<file path="config.mk">
export PLATFORM = sky130hd
export DESIGN_NAME = multicycle_ctrl
export DESIGN_NICKNAME = d
export VERILOG_FILES = /design/src/rtl/multicycle_ctrl_pkg.sv /design/src/rtl/multicycle_ctrl_decoder.sv /design/src/rtl/multicycle_ctrl.sv
export SDC_FILE = /design/constraint.sdc
export NUM_CORES = 1
export LEC_CHECK = 0
export BUFFER_PORTS_ARGS = -buffer_cell sky130_fd_sc_hd__buf_2
export CAP_MARGIN = 0
export CORE_MARGIN = 3
export CORE_UTILIZATION = 55
export CTS_BUF_LIST = sky130_fd_sc_hd__clkbuf_8
export CTS_CLUSTER_SIZE = 14
export DETAILED_ROUTE_END_ITERATION = 8
export GPL_ROUTABILITY_DRIVEN = 1
export PLACE_DENSITY = 0.89
export SETUP_SLACK_MARGIN = 0.02
export SYNTH_ARGS = -nofsm -noshare
export SYNTH_HDL_FRONTEND = slang
export SYNTH_HIERARCHICAL = 1
export SYNTH_SLANG_ARGS = --single-unit
</file>
<file path="constraint.sdc">
create_clock -name clk -period 6 [get_ports clk]
set_input_delay 0.6 -clock clk [delete_from_list [all_inputs] [get_ports clk]]
set_output_delay 0.6 -clock clk [all_outputs]
set_load 0.005 [all_outputs]
</file>
<file path="src/rtl/multicycle_ctrl_pkg.sv">
// Shared types for the multicycle MIPS-subset controller:
// FSM states, instruction classes, ALU op codes and field encodings.
package multicycle_ctrl_pkg;

  localparam int WORD_W = 32;

  typedef enum logic [2:0] {
    S_IF, S_ID, S_EX, S_MEM, S_WB, S_HALT
  } state_e;

  typedef enum logic [3:0] {
    ALU_AND = 4'h0,
    ALU_OR  = 4'h1,
    ALU_ADD = 4'h2,
    ALU_SUB = 4'h6,
    ALU_SLT = 4'h7
  } alu_op_e;

  typedef enum logic [3:0] {
    C_NOP, C_RTYPE, C_ADDI, C_LW, C_SW,
    C_BEQ, C_BNE, C_J, C_JR, C_SYSCALL
  } iclass_e;

  localparam logic [5:0] OP_RTYPE = 6'h00;
  localparam logic [5:0] OP_J     = 6'h02;
  localparam logic [5:0] OP_BEQ   = 6'h04;
  localparam logic [5:0] OP_BNE   = 6'h05;
  localparam logic [5:0] OP_ADDI  = 6'h08;
  localparam logic [5:0] OP_LW    = 6'h23;
  localparam logic [5:0] OP_SW    = 6'h2B;

  localparam logic [5:0] FN_JR    = 6'h08;
  localparam logic [5:0] FN_SYS   = 6'h0C;
  localparam logic [5:0] FN_ADD   = 6'h20;
  localparam logic [5:0] FN_SUB   = 6'h22;
  localparam logic [5:0] FN_AND   = 6'h24;
  localparam logic [5:0] FN_OR    = 6'h25;
  localparam logic [5:0] FN_SLT   = 6'h2A;

endpackage

</file>
<file path="src/rtl/multicycle_ctrl_decoder.sv">
// Combinational decode of opcode/funct into an
// instruction class and ALU operation.
module multicycle_ctrl_decoder
  import multicycle_ctrl_pkg::*;
(
  input  logic [5:0] op,
  input  logic [5:0] funct,
  output iclass_e    cls,
  output alu_op_e    alu_op
);

  logic rt;

  assign rt = (op == OP_RTYPE);

  // Anything not matched falls through as a NOP.
  always_comb begin
    cls    = C_NOP;
    alu_op = ALU_ADD;
    unique case (1'b1)
      rt && funct == FN_ADD: begin
        cls    = C_RTYPE;
        alu_op = ALU_ADD;
      end
      rt && funct == FN_SUB: begin
        cls    = C_RTYPE;
        alu_op = ALU_SUB;
      end
      rt && funct == FN_AND: begin
        cls    = C_RTYPE;
        alu_op = ALU_AND;
      end
      rt && funct == FN_OR: begin
        cls    = C_RTYPE;
        alu_op = ALU_OR;
      end
      rt && funct == FN_SLT: begin
        cls    = C_RTYPE;
        alu_op = ALU_SLT;
      end
      rt && funct == FN_JR:  cls = C_JR;
      rt && funct == FN_SYS: cls = C_SYSCALL;
      op == OP_ADDI:         cls = C_ADDI;
      op == OP_LW:           cls = C_LW;
      op == OP_SW:           cls = C_SW;
      op == OP_J:            cls = C_J;
      op == OP_BEQ: begin
        cls    = C_BEQ;
        alu_op = ALU_SUB;
      end
      op == OP_BNE: begin
        cls    = C_BNE;
        alu_op = ALU_SUB;
      end
      default: ;
    endcase
  end

endmodule

</file>
<file path="src/rtl/multicycle_ctrl.sv">
// Multicycle sequencing controller: IF/ID/EX/MEM/WB FSM,
// instruction register, memory wait timeout and retire count.
module multicycle_ctrl
  import multicycle_ctrl_pkg::*;
#(
  parameter int XLEN        = WORD_W,
  parameter int MEM_TIMEOUT = 64,
  parameter int CNT_W       = 32
) (
  input  logic             clk,
  input  logic             rst_b,
  input  logic [XLEN-1:0]  mem_rdata,
  input  logic             mem_ready,
  input  logic             zero,
  output logic             mem_read,
  output logic             mem_write,
  output logic             inst_fetch,
  output logic [XLEN-1:0]  ir,
  output logic             regDest,
  output logic             aluSrc,
  output logic [3:0]       alu_operation,
  output logic             memOrReg,
  output logic             reg_write_enable,
  output logic             branch,
  output logic             jump,
  output logic             jump_register,
  output logic             pc_we,
  output logic             halted,
  output logic             mem_error,
  output logic [CNT_W-1:0] retired
);

  localparam int TW = $clog2(MEM_TIMEOUT) + 1;
  localparam logic [TW-1:0] TO_LAST =
    TW'(MEM_TIMEOUT - 1);

  state_e        state, nxt;
  iclass_e       cls;
  alu_op_e       dec_alu, alu_s;
  logic [TW-1:0] cnt;
  logic          timeout, load_ir, retire, err;
  logic          rd_s, src_s, m2r_s, rwe_s;
  logic          mr_s, mw_s, if_s;
  logic          br_s, j_s, jr_s, pc_s;

  multicycle_ctrl_decoder u_dec (
    .op     (ir[31:26]),
    .funct  (ir[5:0]),
    .cls    (cls),
    .alu_op (dec_alu)
  );

  assign timeout = (cnt == TO_LAST) && !mem_ready;

  always_comb begin
    nxt     = state;
    load_ir = 1'b0;
    err     = 1'b0;
    mr_s    = 1'b0;
    mw_s    = 1'b0;
    if_s    = 1'b0;
    rd_s    = 1'b0;
    src_s   = 1'b0;
    m2r_s   = 1'b0;
    rwe_s   = 1'b0;
    br_s    = 1'b0;
    j_s     = 1'b0;
    jr_s    = 1'b0;
    pc_s    = 1'b0;
    alu_s   = ALU_AND;
    // ALU controls stay put from EX through WB.
    if (state == S_EX || state == S_MEM ||
        state == S_WB) begin
      alu_s = dec_alu;
      src_s = (cls == C_ADDI) || (cls == C_LW) ||
              (cls == C_SW);
    end
    unique case (state)
      S_IF: begin
        mr_s = 1'b1;
        if_s = 1'b1;
        if (mem_ready) begin
          load_ir = 1'b1;
          nxt     = S_ID;
        end else if (timeout) begin
          err = 1'b1;
          nxt = S_HALT;
        end
      end
      S_ID: begin
        nxt = (cls == C_SYSCALL) ? S_HALT : S_EX;
      end
      S_EX: begin
        unique case (cls)
          C_LW, C_SW:      nxt = S_MEM;
          C_RTYPE, C_ADDI: nxt = S_WB;
          default: begin
            br_s = (cls == C_BEQ && zero) ||
                   (cls == C_BNE && !zero);
            j_s  = (cls == C_J);
            jr_s = (cls == C_JR);
            pc_s = 1'b1;
            nxt  = S_IF;
          end
        endcase
      end
      S_MEM: begin
        mr_s = (cls == C_LW);
        mw_s = (cls == C_SW);
        if (mem_ready) begin
          if (cls == C_LW) begin
            nxt = S_WB;
          end else begin
            pc_s = 1'b1;
            nxt  = S_IF;
          end
        end else if (timeout) begin
          err = 1'b1;
          nxt = S_HALT;
        end
      end
      S_WB: begin
        rwe_s = 1'b1;
        pc_s  = 1'b1;
        rd_s  = (cls == C_RTYPE);
        m2r_s = (cls == C_LW);
        nxt   = S_IF;
      end
      S_HALT: ;
      default: nxt = S_IF;
    endcase
  end

  assign retire = pc_s ||
    (state == S_ID && cls == C_SYSCALL);

  // Strobes are forced low while reset is held.
  assign mem_read         = mr_s  & rst_b;
  assign mem_write        = mw_s  & rst_b;
  assign inst_fetch       = if_s  & rst_b;
  assign regDest          = rd_s  & rst_b;
  assign aluSrc           = src_s & rst_b;
  assign memOrReg         = m2r_s & rst_b;
  assign reg_write_enable = rwe_s & rst_b;
  assign branch           = br_s  & rst_b;
  assign jump             = j_s   & rst_b;
  assign jump_register    = jr_s  & rst_b;
  assign pc_we            = pc_s  & rst_b;
  assign alu_operation    = rst_b ? alu_s : 4'h0;

  always_ff @(posedge clk) begin
    if (!rst_b) begin
      state     <= S_IF;
      ir        <= '0;
      retired   <= '0;
      halted    <= 1'b0;
      mem_error <= 1'b0;
      cnt       <= '0;
    end else begin
      state <= nxt;
      if (load_ir) ir <= mem_rdata;
      if (retire) retired <= retired + CNT_W'(1);
      if (nxt == S_HALT) halted <= 1'b1;
      if (err) mem_error <= 1'b1;
      if ((state == S_IF || state == S_MEM) &&
          nxt == state && !mem_ready)
        cnt <= cnt + TW'(1);
      else
        cnt <= '0;
    end
  end

endmodule

</file>
==> impl_metrics.tcl <==
set metrics [dict create \
    vias_per_cell 5.681 \
    syn_area_um2 3851 \
    setup_tns_ns 0 \
    worstPathMaxFanout 12 \
    clockBufferDepth 2 \
    reg2reg_to "retired[9]$_SDFFE_PN0P_" \
    arrival_ns 4.38 \
    min_period_over_period_pct 68.44 \
    grt_pass1_vias 3585 \
    final_net_count 636 \
    finish.utilization_pct 70.72 \
    clk_pin_slew_ns 0.08 \
    slew_headroom_pct 19.22 \
    power.density_nw_per_um2 235.4 \
    hold_path_depth 2 \
    dr.first_iter.drc_count 229 \
    yosysTopAreaCellShare_pct 39.51 \
    fmax_mhz 243.5 \
    crit_chain "nor3_2 -> nor3b_4 -> o311ai_1 -> a311oi_1 -> nand4bb_1 -> a41o_1 -> o311ai_1 -> o21ai_0 -> a21oi_1" \
    maxCapViolations 0 \
    grt_use_met2_pct 42.95 \
    ys_warn_count 6 \
    cp_num_buf_inv 0 \
    gr-total-overflow 0 \
    ff2ff_path_depth 9 \
    cts_tree "built" \
    grt_max_degree 43 \
    synth_edf_count 0 \
    cts_root_buffer "clkbuf_8" \
    grt_first_pass_wirelength_mm 15.91 \
    setup_viol 0 \
    worst_pin_slew_ns 1.193 \
    die-area_um2 8043 \
    insertion_delay_ns 0.35 \
    r2r_start "ir[31]$_SDFFE_PN0P_" \
    num_rows 29 \
    rsz0062_at_grt "no" \
    fp.dieW_um 89.68 \
    cts-buffers-inserted 9 \
    min-delay-start "ir[22]$_SDFFE_PN0P_" \
    drtAntennaViolNets 0 \
    reg2reg_setup_slack_ns 1.89 \
    ctsResizeCount 0 \
    portBuffers 115 \
    crit_path_top_delay_cell "o311ai_1" \
    cp-start-kind "flop" \
    syn_area_per_cell_um2 7.702 \
    hold_viol 0 \
    diodes 0 \
    core_area_um2 6568 \
    status "finished, final reports clean" \
    synth_ff_type "dfxtp_1" \
    dp_hpwl_mm 7.359 \
    worst_slack_ns 1.893 \
    cts_setup_buffers 0 \
    routabilityCongestion 0.9054 \
    cts_sinks 76 \
    path_common_cell "o311ai_1" \
    grt_usage_pct 24.99 \
    io_pins 117 \
    path_class "flop to flop" \
    top_usage_layer "met2" \
    drc_errors 0 \
    use_met3_pct 6.022 \
    p_leak_nw 1.869 \
    final_max_slew_viol_count 0 \
    end_kind "flop" \
    drt-wirelength-per-cell_um 14.78 \
    slowest_delay_ns 1.02 \
    synthArstFlopShare_pct 0 \
    hold_class "flop to flop" \
    ir_worst_vdd_v 0.0002320 \
    synth_area_leaders "dfxtp_1, a21oi_1, nand2_1, nor2_1, or4_1" \
    cpLargestDelayFamily "compound AO/OA/AOI/OAI gates" \
    synth.distinct_cells 61 \
    synth_fp_nets 538 \
    place_ws_ns 1.950 \
    grt_use_met1_pct 29.95 \
    start_util_pct 58.64 \
    area_growth_pct 20.60 \
    required_ns 6.28 \
    drive_gt1_share_pct 24.71 \
    postCtsHoldBufs 0 \
    fp.dieH_um 89.68 \
    antenna_found_initial 0 \
    h-tree-depth 3 \
    num-fill-cells 547 \
    ys_seq_area_share_pct 39.51 \
    min_period_ns 4.107 \
    firstDrtPassIters 4 \
    ys_ff_latch 76 \
    drt_wl_total_mm 10.28 \
    fin_worst_skew_ns 0.01005 \
    vias 3954 \
    hold-path-endpoint "ir[22]$_SDFFE_PN0P_" \
    synth_cells 500 \
    yosysTopAreaCell "dfxtp_1" \
]
worst max path at each step:
stage	endpoint	slack, ns	cells after the start	from
floorplan	retired[25]$_SDFFE_PN0P_	3.14	10	ir[5]$_SDFFE_PN0P_
global placement	retired[19]$_SDFFE_PN0P_	2.20	9	ir[31]$_SDFFE_PN0P_
detailed placement	retired[9]$_SDFFE_PN0P_	1.95	9	ir[31]$_SDFFE_PN0P_
CTS	retired[9]$_SDFFE_PN0P_	1.98	9	ir[31]$_SDFFE_PN0P_
global route	retired[9]$_SDFFE_PN0P_	1.52	9	ir[31]$_SDFFE_PN0P_
finish	retired[9]$_SDFFE_PN0P_	1.89	9	ir[31]$_SDFFE_PN0P_
cells in the final DEF, fill, tap and decap left out, drive strengths merged, types with 7 or more instances in the layout:
| master | Yosys | layout |
|---|---|---|
| buf | 7 | 119 |
| nand2 | 84 | 84 |
| dfxtp | 76 | 76 |
| a21oi | 68 | 68 |
| nor2 | 46 | 46 |
| inv | 19 | 21 |
| nand3 | 15 | 15 |
| o21ai | 15 | 15 |
| or4 | 14 | 14 |
| or3 | 13 | 13 |
| o31ai | 12 | 12 |
| clkbuf | 25 | 10 |
| nand4 | 9 | 9 |
| xnor2 | 8 | 8 |
| nor3 | 7 | 7 |
sequential cells by signal, indices dropped and copies added, names as in the netlist:
signal     flops
halted         1
state          3
cnt            7
mem_error      1
retired       32
ir            32
synthesized netlist by cell type, drive strengths merged (4+ instances only):
library cell,count
clkbuf,25
o21a,4
nor3,7
nand3,15
nand2,84
o21ai,15
inv,19
nor3b,4
or4,14
nand3b,5
a21oi,68
o31ai,12
nor2,46
nor4,5
xnor2,8
buf,7
and2,5
or2,6
or3,13
nand2b,6
dfxtp,76
nand4,9
cell type report:
class / instances / area (µm²) / share of cell area, %
clock inverter: 6 / 56.30 / 1.212
timing repair buffer: 119 / 605.6 / 13.04
sequential: 76 / 1521 / 32.76
clock buffer: 10 / 137.6 / 2.963
multi-input combinational: 373 / 2136 / 45.99
inverter: 19 / 71.32 / 1.536
tap: 93 / 116.4 / 2.505
kinds of logic after synthesis:
group                    Yosys count  synth area share (%)
AO/OA/AOI/OAI                    119                 18.97
XOR/XNOR                           9                 2.047
adder cells (fa/ha/maj)            2                0.6497
buffers and inverters             51                 5.328
flip-flops                        76                 39.51
multiplexers                       4                 1.072
other                              1               0.09737
AND/OR/NAND/NOR                  238                 32.33
where the power goes:
group          switching [mW]  total [mW]  internal (mW)
clock                   0.187       0.387          0.200
sequential             0.0245       0.548          0.524
combinational          0.0924       0.158         0.0656
per-layer routing:
metal  up-vias  wire length (µm)
met4         0               151
met2       140              5199
met3        20               613
li1       1955                 -
met5         -                 0
met1      1839              4319
per-stage QoR:
stage	hold WS, ns	area (µm²)	power [mW]	std cells
6_report	0.4555	4644	1.093	696
5_1_grt	0.4774	4644	1.140	696
4_1_cts	0.4550	4644	1.096	696
3_5_place_dp	0.4437	4451	0.7165	680
3_3_place_gp	0.4342	4451	0.7083	680
2_1_floorplan	0.4179	3851	0.6627	500
worst reg2reg max path: cells and delay by family (launching register included):
kind | cells | cell delay (ns)
AND/OR/NAND/NOR | 3 | 0.77
flip-flops | 1 | 0.39
AO/OA/AOI/OAI | 6 | 2.88
(Power assumes the default switching activity.)
